File: config.mk
export PLATFORM = sky130hd
export DESIGN_NAME = writeback_arbiter
export DESIGN_NICKNAME = d
export VERILOG_FILES = /design/src/rtl/writeback_arbiter.sv
export SDC_FILE = /design/constraint.sdc
export NUM_CORES = 1
export LEC_CHECK = 0
export BUFFER_PORTS_ARGS = -buffer_cell sky130_fd_sc_hd__buf_2
export CAP_MARGIN = 20
export CORE_MARGIN = 4
export CORE_UTILIZATION = 35
export DETAILED_ROUTE_END_ITERATION = 12
export PLACE_DENSITY_LB_ADDON = 0.08
export SYNTH_ARGS = -nofsm -noshare
export SYNTH_HDL_FRONTEND = slang
export SYNTH_SLANG_ARGS = --single-unit
File: constraint.sdc
create_clock -name clk -period 2.25 [get_ports clk]
set_input_delay 0.1125 -clock clk [delete_from_list [all_inputs] [get_ports clk]]
set_output_delay 0.1125 -clock clk [all_outputs]
set_load 0.005 [all_outputs]
File: src/rtl/writeback_arbiter.sv
// Writeback arbiter: merges ALU and LSU results into a single register-file write port.
//
// The LSU wins a contested cycle by default. The ALU is forced through after STARVE_LIMIT
// consecutive contested LSU grants. The granted result is registered and presented on
// rf_* one cycle later. The registered write also feeds a two-port bypass query.
//
// Ports:
//   clk, rst_n                 clock, asynchronous active-low reset
//   alu_valid/rd/data, ready   ALU result handshake
//   lsu_valid/rd/data, ready   load result handshake
//   rf_we/waddr/wdata          registered register-file write port
//   byp_raddr1/2               bypass query addresses
//   byp_hit1/2, byp_data       query matches the write in flight, and its data
module writeback_arbiter #(
    parameter int unsigned ADDR_WIDTH   = 5,
    parameter int unsigned DATA_WIDTH   = 32,
    parameter int unsigned STARVE_LIMIT = 3
) (
    input  logic                  clk,
    input  logic                  rst_n,

    input  logic                  alu_valid,
    input  logic [ADDR_WIDTH-1:0] alu_rd,
    input  logic [DATA_WIDTH-1:0] alu_data,
    output logic                  alu_ready,

    input  logic                  lsu_valid,
    input  logic [ADDR_WIDTH-1:0] lsu_rd,
    input  logic [DATA_WIDTH-1:0] lsu_data,
    output logic                  lsu_ready,

    output logic                  rf_we,
    output logic [ADDR_WIDTH-1:0] rf_waddr,
    output logic [DATA_WIDTH-1:0] rf_wdata,

    input  logic [ADDR_WIDTH-1:0] byp_raddr1,
    input  logic [ADDR_WIDTH-1:0] byp_raddr2,
    output logic                  byp_hit1,
    output logic                  byp_hit2,
    output logic [DATA_WIDTH-1:0] byp_data
);

    localparam int unsigned StreakW = (STARVE_LIMIT < 1) ? 1 : $clog2(STARVE_LIMIT + 1);
    localparam logic [StreakW-1:0] StreakMax = StreakW'(STARVE_LIMIT);

    logic [StreakW-1:0]    streak_q, streak_d;
    logic                  rf_we_q, rf_we_d;
    logic [ADDR_WIDTH-1:0] rf_waddr_q, rf_waddr_d;
    logic [DATA_WIDTH-1:0] rf_wdata_q, rf_wdata_d;

    logic                  grant_alu, grant_lsu;
    logic [ADDR_WIDTH-1:0] sel_rd;
    logic [DATA_WIDTH-1:0] sel_data;

    // ALU wins when it is alone or when the LSU has used up its contested-win budget.
    always_comb begin
        grant_alu = alu_valid && (!lsu_valid || (streak_q == StreakMax));
        grant_lsu = lsu_valid && !grant_alu;
        sel_rd    = grant_alu ? alu_rd : lsu_rd;
        sel_data  = grant_alu ? alu_data : lsu_data;
    end

    // Readies are gated by reset so nothing handshakes while the block is held in reset.
    assign alu_ready = rst_n && grant_alu;
    assign lsu_ready = rst_n && grant_lsu;

    always_comb begin
        streak_d = streak_q;
        if (!alu_valid || grant_alu) begin
            streak_d = '0;
        end else if (grant_lsu && (streak_q != StreakMax)) begin
            streak_d = streak_q + 1'b1;
        end
    end

    // Writes to x0 are consumed and still update address/data, but never assert the enable.
    always_comb begin
        rf_we_d    = 1'b0;
        rf_waddr_d = rf_waddr_q;
        rf_wdata_d = rf_wdata_q;
        if (grant_alu || grant_lsu) begin
            rf_we_d    = (sel_rd != '0);
            rf_waddr_d = sel_rd;
            rf_wdata_d = sel_data;
        end
    end

    always_ff @(posedge clk or negedge rst_n) begin
        if (!rst_n) begin
            streak_q   <= '0;
            rf_we_q    <= 1'b0;
            rf_waddr_q <= '0;
            rf_wdata_q <= '0;
        end else begin
            streak_q   <= streak_d;
            rf_we_q    <= rf_we_d;
            rf_waddr_q <= rf_waddr_d;
            rf_wdata_q <= rf_wdata_d;
        end
    end

    assign rf_we    = rf_we_q;
    assign rf_waddr = rf_waddr_q;
    assign rf_wdata = rf_wdata_q;

    assign byp_hit1 = rf_we_q && (rf_waddr_q == byp_raddr1) && (byp_raddr1 != '0);
    assign byp_hit2 = rf_we_q && (rf_waddr_q == byp_raddr2) && (byp_raddr2 != '0);
    assign byp_data = rf_wdata_q;

endmodule

======== After elaboration in Yosys (flattened, before gate mapping) ========
Cells that the tools add are included.
operators by class
  reduce and logical (&&, ||, !) cells .... 19
  equality and inequality tests ........... 4
  mux-type cells .......................... 5
  $add $sub $neg .......................... 1
operators by type and width
  operator                                     count
  2-to-1 mux 32 bit                            1
  nonzero test 5 bit                           3
  equality test 5 bit                          2
  logical AND 1 bit                            9
  2-to-1 mux 5 bit                             1
  2-to-1 mux 2 bit                             2
  logical NOT 1 bit                            3
  logical OR 1 bit                             3
  adder 2 x 1 -> 2 bit, second input constant  1
  equality test 2 bit, second input constant   1
  != test 2 bit, second input constant         1
  nonzero test 2 bit                           1
  2-to-1 mux 1 bit                             1
storage, ports and cells
  bits of input ports ..................... 88
  output and inout bits ................... 74
  flip-flop bits (word level) ............. 40

======== Longest topological paths before layout ========
Gate-level depths: netlist of run 1.
  word-level depth ........................ 8
  depth in mapped cells ................... 6

======== Worst setup path before layout of run 1 ========
Ideal clock, no wire load.
  path type ............................... register to register
  from .................................... register streak_q[0]
  to ...................................... register rf_we_q, in the netlist rf_we
  path slack .............................. 856 ps
  data arrival time ....................... 1298 ps
  data required time ...................... 2154 ps
  stages on the path, launching flop included .. 7
  setup time .............................. 96 ps
  cell sequence ........................... dfrtp_1 > ha_1 > nand2b_2 > buf_6 > and2_1 > buf_6 > a311oi_2
on the way
  longest elaborated chain between the ends .. 7
ends and longest elaborated chain
  item                                                                      line  RTL
  start, declared                                                           46    logic [StreakW-1:0] streak_q, streak_d;
  start signal, assigned                                                    95    streak_q <= streak_d;
  equality test 2 bit (*)                                                   57    grant_alu = alu_valid && (!lsu_valid || (streak_q == StreakMax));
  logical OR 1 bit (*)                                                      57
  logical AND 1 bit (*)                                                     57
  parallel branches: the longest is 3 deep, another holds 2-to-1 mux 5 bit  -
  2-to-1 mux 1 bit (*)                                                      81    if (grant_alu || grant_lsu) begin
  named net rf_we_d                                                         47    logic rf_we_q, rf_we_d;
  end signal, assigned                                                      96    rf_we_q <= rf_we_d;
  end, declared                                                             47
Mark *: on every way through the listed nets, which the timed path passes.
A chain may end at the register's enable or synchronous reset.

======== Final worst setup path of run 1 ========
  from .................................... register streak_q[0]
  to ...................................... output port lsu_ready
on the way
  longest elaborated chain between the ends .. 6
ends and longest elaborated chain
  item                 line  RTL
  equality test 2 bit  57
  logical OR 1 bit     57
  logical AND 1 bit    57
  logical NOT 1 bit    58    grant_lsu = lsu_valid && !grant_alu;
  logical AND 1 bit    58
  logical AND 1 bit    65    assign lsu_ready = rst_n && grant_lsu;
  end, declared        30    output logic lsu_ready,
Every way passes these cells.

==> run_results.csv, run 1 <==
group,metric,value,unit
yosys,yosysMostFrequentCell,"nand2_1",
yosys,yosysUniqueCellTypes,29,
sta,worst_pin_slew,505,ps
sta,max_slew_margin,66.3,%
cts,cts_resized,0,
global_routing,antenna_found_initial,0,
setup_path,crit_family,"simple AND/OR/NAND/NOR gates",
placement,gp_congestion,0.768,
setup_path,worstReg2RegEnd,"byp_data[6]",
setup_path,cpPeakStageDelay,390,ps
cts,clkTransAtPathRegs,80,ps
setup_path,required,2140,ps
min_path,worstHoldPathType,"primary input to flop",
setup_path,cp_num_cells,5,
floorplanning,ios,162,
route,drt-total-wl,6.53,mm
route,drc,0,
yosys,ys_warn_count,0,
pwr,ir_drop,0.000254,V
layout,final_area,0.00297,mm^2
floorplanning,num_rows,28,
yosys,syn_area_per_cell,9.30,um^2
yosys,synthTopCellsByCount,"nand2_1 (68), dfrtp_1 (40), buf_4 (33), a32oi_1 (32), buf_2 (11)",
sta,min_period_over_period,83.2,%
floorplanning,die_x,88.2,um
sta,setup_tns,0,ps
yosys,syn-num-nets,331,
cts,htreeDepth,2,
global_routing,grt_pass1_vias,2054,
cts,clk_latency,280,ps
sta,finalHoldViolCount,0,
global_routing,grt-ovfl-total,0,
floorplanning,dieArea,0.00778,mm^2
setup_path,start_kind,"flop",
yosys,synth_top_cell_by_area,"dfrtp_1",
global_routing,track_usage,16.3,%
cts,clock_sinks,40,
pwr,power.density,574,mW/mm^2
setup_path,cp_cell_sequence,"ha_1 > nand2b_2 > and2_1 > nor2_1 > buf_2",
sta,setup_ws,377,ps
yosys,synth-seq-cells,40,
route,via_per_inst,4.91,
setup_path,cp.arrival,1760,ps
yosys,synth_area_leaders,"dfrtp_1 (44%), a32oi_1 (12%), nand2_1 (11%), buf_4 (11%), mux2_2 (2.5%)",
yosys,netlist_instances,242,
setup_path,path_max_fanout,12,
global_routing,grt_max_degree,26,
min_path,hold_path_depth,3,
yosys,synth_edf_count,0,
sta,setup_violations,0,
yosys,ys_seq_area_share,44.5,%
min_path,hp-start,"lsu_data[5]",
placement,port_buffers,161,
yosys,yosysTopAreaCellShare,44.5,%
layout,syn_to_final_growth,32.0,%
route,ant_nets,0,
setup_path,end_kind,"output pin",
layout,drive_gt1_share,50.3,%
yosys,netlist_area,0.00225,mm^2
pwr,leakage,1.63,nW
placement,pre_cts_ws,689,ps
sta,drv_slew,0,
pwr,finalPower,1.71,mW
cts,clockBufferDepth,2,
setup_path,reg2reg_slack,690,ps
placement,placed_area,0.00286,mm^2
route,dr.pass1.iters,4,
sta,fmax,0.534,GHz
floorplanning,coreArea,0.00610,mm^2
yosys,synth_flop_cell,"dfrtp_1",
layout,layout.nets,459,
global_routing,grt_pass1_wl,9.82,mm
setup_path,r2r_cells,5,
sta,fin_skew,6.50,ps
cts,cts_tree,"built",
route,drt_iter0_markers,77,
sta,period_needed,1870,ps
job,max_cap_viol_count,0,
layout,num-fill-cells,635,
cts,cts_buffers,5,
setup_path,crit_buf_inv,1,
layout,n_antenna_cell,0,
setup_path,critPathKind,"flop to output pin",
min_path,holdPathEnd,"byp_data[5]",
sta,rsz0062_at_grt,"false",
cts,clock-root-buffer,"clkbuf_8",
floorplanning,initial_core_util,36.9,%
yosys,async_reset_ff_share,100,%
floorplanning,dieHeight,88.2,um
route,num_vias,2184,
setup_path,r2r_start,"streak_q[0]",
route,routedWlPerCell,14.7,um
placement,hpwlAfterDp,4.93,mm
outcome,status,"completed",
setup_path,slowest_stage,"dfrtp_1",
==> metal layers <==
layer / wire [um] / vias up / global-route usage [%]
met2: 3290 / 93 / 28.4
met3: 638 / 5 / 4.05
met5: 0 / - / 0
li1: - / 1069 / -
met4: 51 / 0 / 4.95
met1: 2550 / 1017 / 19.8
==> sequential cells by signal (all words and copies together) (netlist names) <==
signal and count:
byp_data 32, rf_waddr 5, rf_we 1, streak_q 2
==> through the flow <==
stage | util, % | hold WS (ps) | cells
after floorplan | - | -183 | 242
after global placement | 47.0 | 111 | 435
after detailed placement | 47.0 | 111 | 435
after CTS | 48.4 | 8.79 | 443
after global routing | 48.7 | 5.94 | 445
final | 48.7 | 19.2 | 445
==> layout by cell type, fill, tap and decap left out, types with 2 or more instances in the layout <==
master and count:
nor3_1 3, o21ai_0 2, a32oi_1 32, or2_2 2
and4_1 2, nor4_1 2, inv_1 5, xnor2_1 2
buf_4 7, nand2_1 68, dlygate4sd3_1 3, mux2_2 5
buf_2 161, a21oi_1 5, clkbuf_8 5, o22ai_1 5
xor2_1 6, nor2_1 3, dfrtp_1 40
==> where the power goes <==
group          internal, mW  switching [mW]
combinational         0.217           0.203
clock                 0.211           0.230
sequential            0.787          0.0586
==> worst register-to-register path, delay by kind of cell, from the launching register on <==
family | cells | cell delay (ps)
AOI/OAI and AO/OA | 1 | 220
adders and majority gates | 1 | 220
buffers and inverters | 1 | 260
DFF | 1 | 390
and+or+nand+nor | 2 | 360
==> cells by family after synthesis <==
family          synth area share (%)
simple gates                    16.3
mux                             2.50
compound gates                  17.1
xor+xnor                        3.11
flops                           44.5
buf+inv                         16.0
fa+ha+maj                      0.556
==> worst max-delay path by stage <==
stage | startpoint | end | slack, ps
after global routing | streak_q[0] | lsu_ready | 250
after global placement | streak_q[0] | lsu_ready | 730
after CTS | streak_q[0] | lsu_ready | 360
final | streak_q[0] | lsu_ready | 380
after detailed placement | streak_q[0] | lsu_ready | 690
after floorplan | streak_q[0] | rf_we | 860
==> cell type report <==
type / instances / area [um^2] / share of cell area, %
sequential: 40 / 1000 / 33.7
clock inverter: 1 / 5.00 / 0.168
inverter: 5 / 18.8 / 0.632
tap: 75 / 93.8 / 3.16
multi-input combinational: 147 / 891 / 30.0
timing repair buffer: 171 / 888 / 29.9
clock buffer: 6 / 72.6 / 2.44
==> timing repair <==
item / in CTS / in global routing
hold endpoints to repair: 18 / 2
buffers inserted: 0 / 0
hold buffers: 1 / 2
No activity file was read; power rests on OpenSTA's default activity.
==> inputs of run 2 (changes only) <==
clock period = 1.8 ns   (was 2.25 ns; I/O delays follow)
==> run_results.csv, run 2 (synthesized netlist as in run 1, its figures left out) <==
group,metric,value,unit
cts,clock-root-buffer,"clkbuf_8",
global_routing,track_usage,17.0,%
setup_path,slowest_stage,"dfrtp_1",
sta,drv_slew,0,
sta,worst_pin_slew,383,ps
route,drc,0,
cts,clockBufferDepth,2,
cts,cts_buffers,5,
layout,regArea,0.00100,mm^2
route,dr.pass1.iters,4,
global_routing,grt-ovfl-total,0,
route,routedWlPerCell,14.3,um
floorplanning,num_rows,28,
outcome,status,"completed",
layout,drive_gt1_share,47.8,%
sta,setup_violations,0,
pwr,switching_share,26.4,%
layout,layout_common_cells,"buf_2 (161), nand2_1 (68), dfrtp_1 (40)",
min_path,worstHoldPathType,"primary input to flop",
setup_path,cp.arrival,1580,ps
global_routing,antenna_found_initial,0,
layout,multi_input_area,898,um^2
cts,clkTransAtPathRegs,80,ps
floorplanning,dieArea,0.00778,mm^2
layout,syn_to_final_growth,47.1,%
cts,cts_tree,"built",
global_routing,grt_max_degree,34,
setup_path,crit_family,"simple AND/OR/NAND/NOR gates",
layout,largest_reg_flops,32,
cts,clk_latency,280,ps
sta,fmax,0.600,GHz
pwr,pwr-share-seq,43.6,%
route,drt-total-wl,6.78,mm
floorplanning,dieHeight,88.2,um
setup_path,crit_buf_inv,1,
pwr,leakage,1.78,nW
setup_path,required,1710,ps
setup_path,path_max_fanout,15,
sta,period_needed,1670,ps
global_routing,grt_pass1_wl,10.4,mm
floorplanning,coreArea,0.00610,mm^2
setup_path,r2r_start,"streak_q[0]",
pwr,netSwitchingPower,0.642,mW
pwr,power.density,733,mW/mm^2
layout,num-fill-cells,598,
cts,clock_sinks,40,
floorplanning,initial_core_util,36.9,%
setup_path,reg2reg_slack,350,ps
sta,setup_ws,134,ps
setup_path,start_kind,"flop",
sta,setup_tns,0,ps
setup_path,end_kind,"output pin",
pwr,combinationalPowerShare,23.8,%
route,drt_iter0_markers,66,
placement,hpwlAfterDp,4.87,mm
floorplanning,die_x,88.2,um
job,max_cap_viol_count,0,
setup_path,cp_cell_sequence,"ha_1 > nand2b_4 > and2_4 > nor2_1 > buf_2",
pwr,internal_power,1.79,mW
layout,layout_commonest_cell,"buf_2",
setup_path,cp-startpoint,"streak_q[0]",
pwr,ir_drop,0.000426,V
route,num_vias,2263,
placement,pre_cts_ws,222,ps
cts,cts_setup_buffers,0,
sta,rsz0062_at_grt,"false",
cts,htreeDepth,2,
layout,layout.nets,488,
setup_path,cpPeakStageDelay,390,ps
pwr,p_clk_share,32.6,%
sta,min_period_over_period,92.6,%
placement,port_buffers,161,
layout,n_antenna_cell,0,
global_routing,grt_pass1_vias,2245,
min_path,hp-start,"lsu_data[8]",
sta,fin_skew,3.48,ps
route,via_per_inst,4.76,
route,ant_nets,0,
placement,gp_congestion,0.763,
sta,max_slew_margin,74.5,%
sta,finalHoldViolCount,0,
setup_path,critPathKind,"flop to output pin",
floorplanning,ios,162,
==> run 2: cell count changes in the layout (fill, tap and decap cells not counted), sizes merged <==
cell and delta:
dlygate4sd3 +27, clkinv -1, bufinv +1, buf +2, clkbuf +1
==> run 2: timing repair <==
action	CTS	global route
gates cloned	0	0
resized for setup	2	1
hold buffers	30	0
setup endpoints to repair	1	1
endpoints found under the hold margin	69	0
==> run 2: power groups by stage <==
stage	clock network, mW	logic [mW]	registers, mW
global placement	0	0.530	1.07
CTS	0.827	0.586	1.06
finish	0.792	0.578	1.06
global route	0.852	0.653	1.07
floorplan	0	0.306	1.08
detailed placement	0	0.534	1.07
==> run 2: cell type report <==
class	count	share of cell area, %
inverters	5	0.567
repair buffers	200	35.4
clock buffers	7	2.91
multi-input cells	147	27.1
clock inverters	1	0.907
flip-flops and latches	40	30.2
well taps	75	2.83
==> run 2: path summary, 6_finish.rpt <==
| path | end | depth (start not counted) |
|---|---|---|
| max in group asynchronous | rf_waddr[3] | 3 |
| min reg2reg | streak_q[0] | 1 |
| max | lsu_ready | 5 |
| max reg2reg | byp_data[11] | 5 |
| min | byp_data[8] | 3 |
| min in group asynchronous | byp_data[0] | 3 |
==> run 2: metal layers <==
layer	global-route usage [%]	wire, um
met5	0	0
met4	4.67	58
met2	30.7	3430
met3	3.01	555
met1	20.6	2740
==> run 2: worst min-delay path, delay by kind of cell <==
family	cells	cell delay (ps)
simple gates	2	100
buf+inv	1	80
==> run 2: metrics by stage <==
step	std cells	power, mW	hold WS (ps)	cell area, um^2	utilization [%]
after floorplan	242	1.38	-206	2250	-
after global placement	437	1.60	139	2880	47.2
after detailed placement	437	1.61	134	2880	47.2
after CTS	475	2.47	2.27	3310	54.3
after global routing	475	2.58	16.8	3310	54.3
final	475	2.43	8.45	3310	54.3
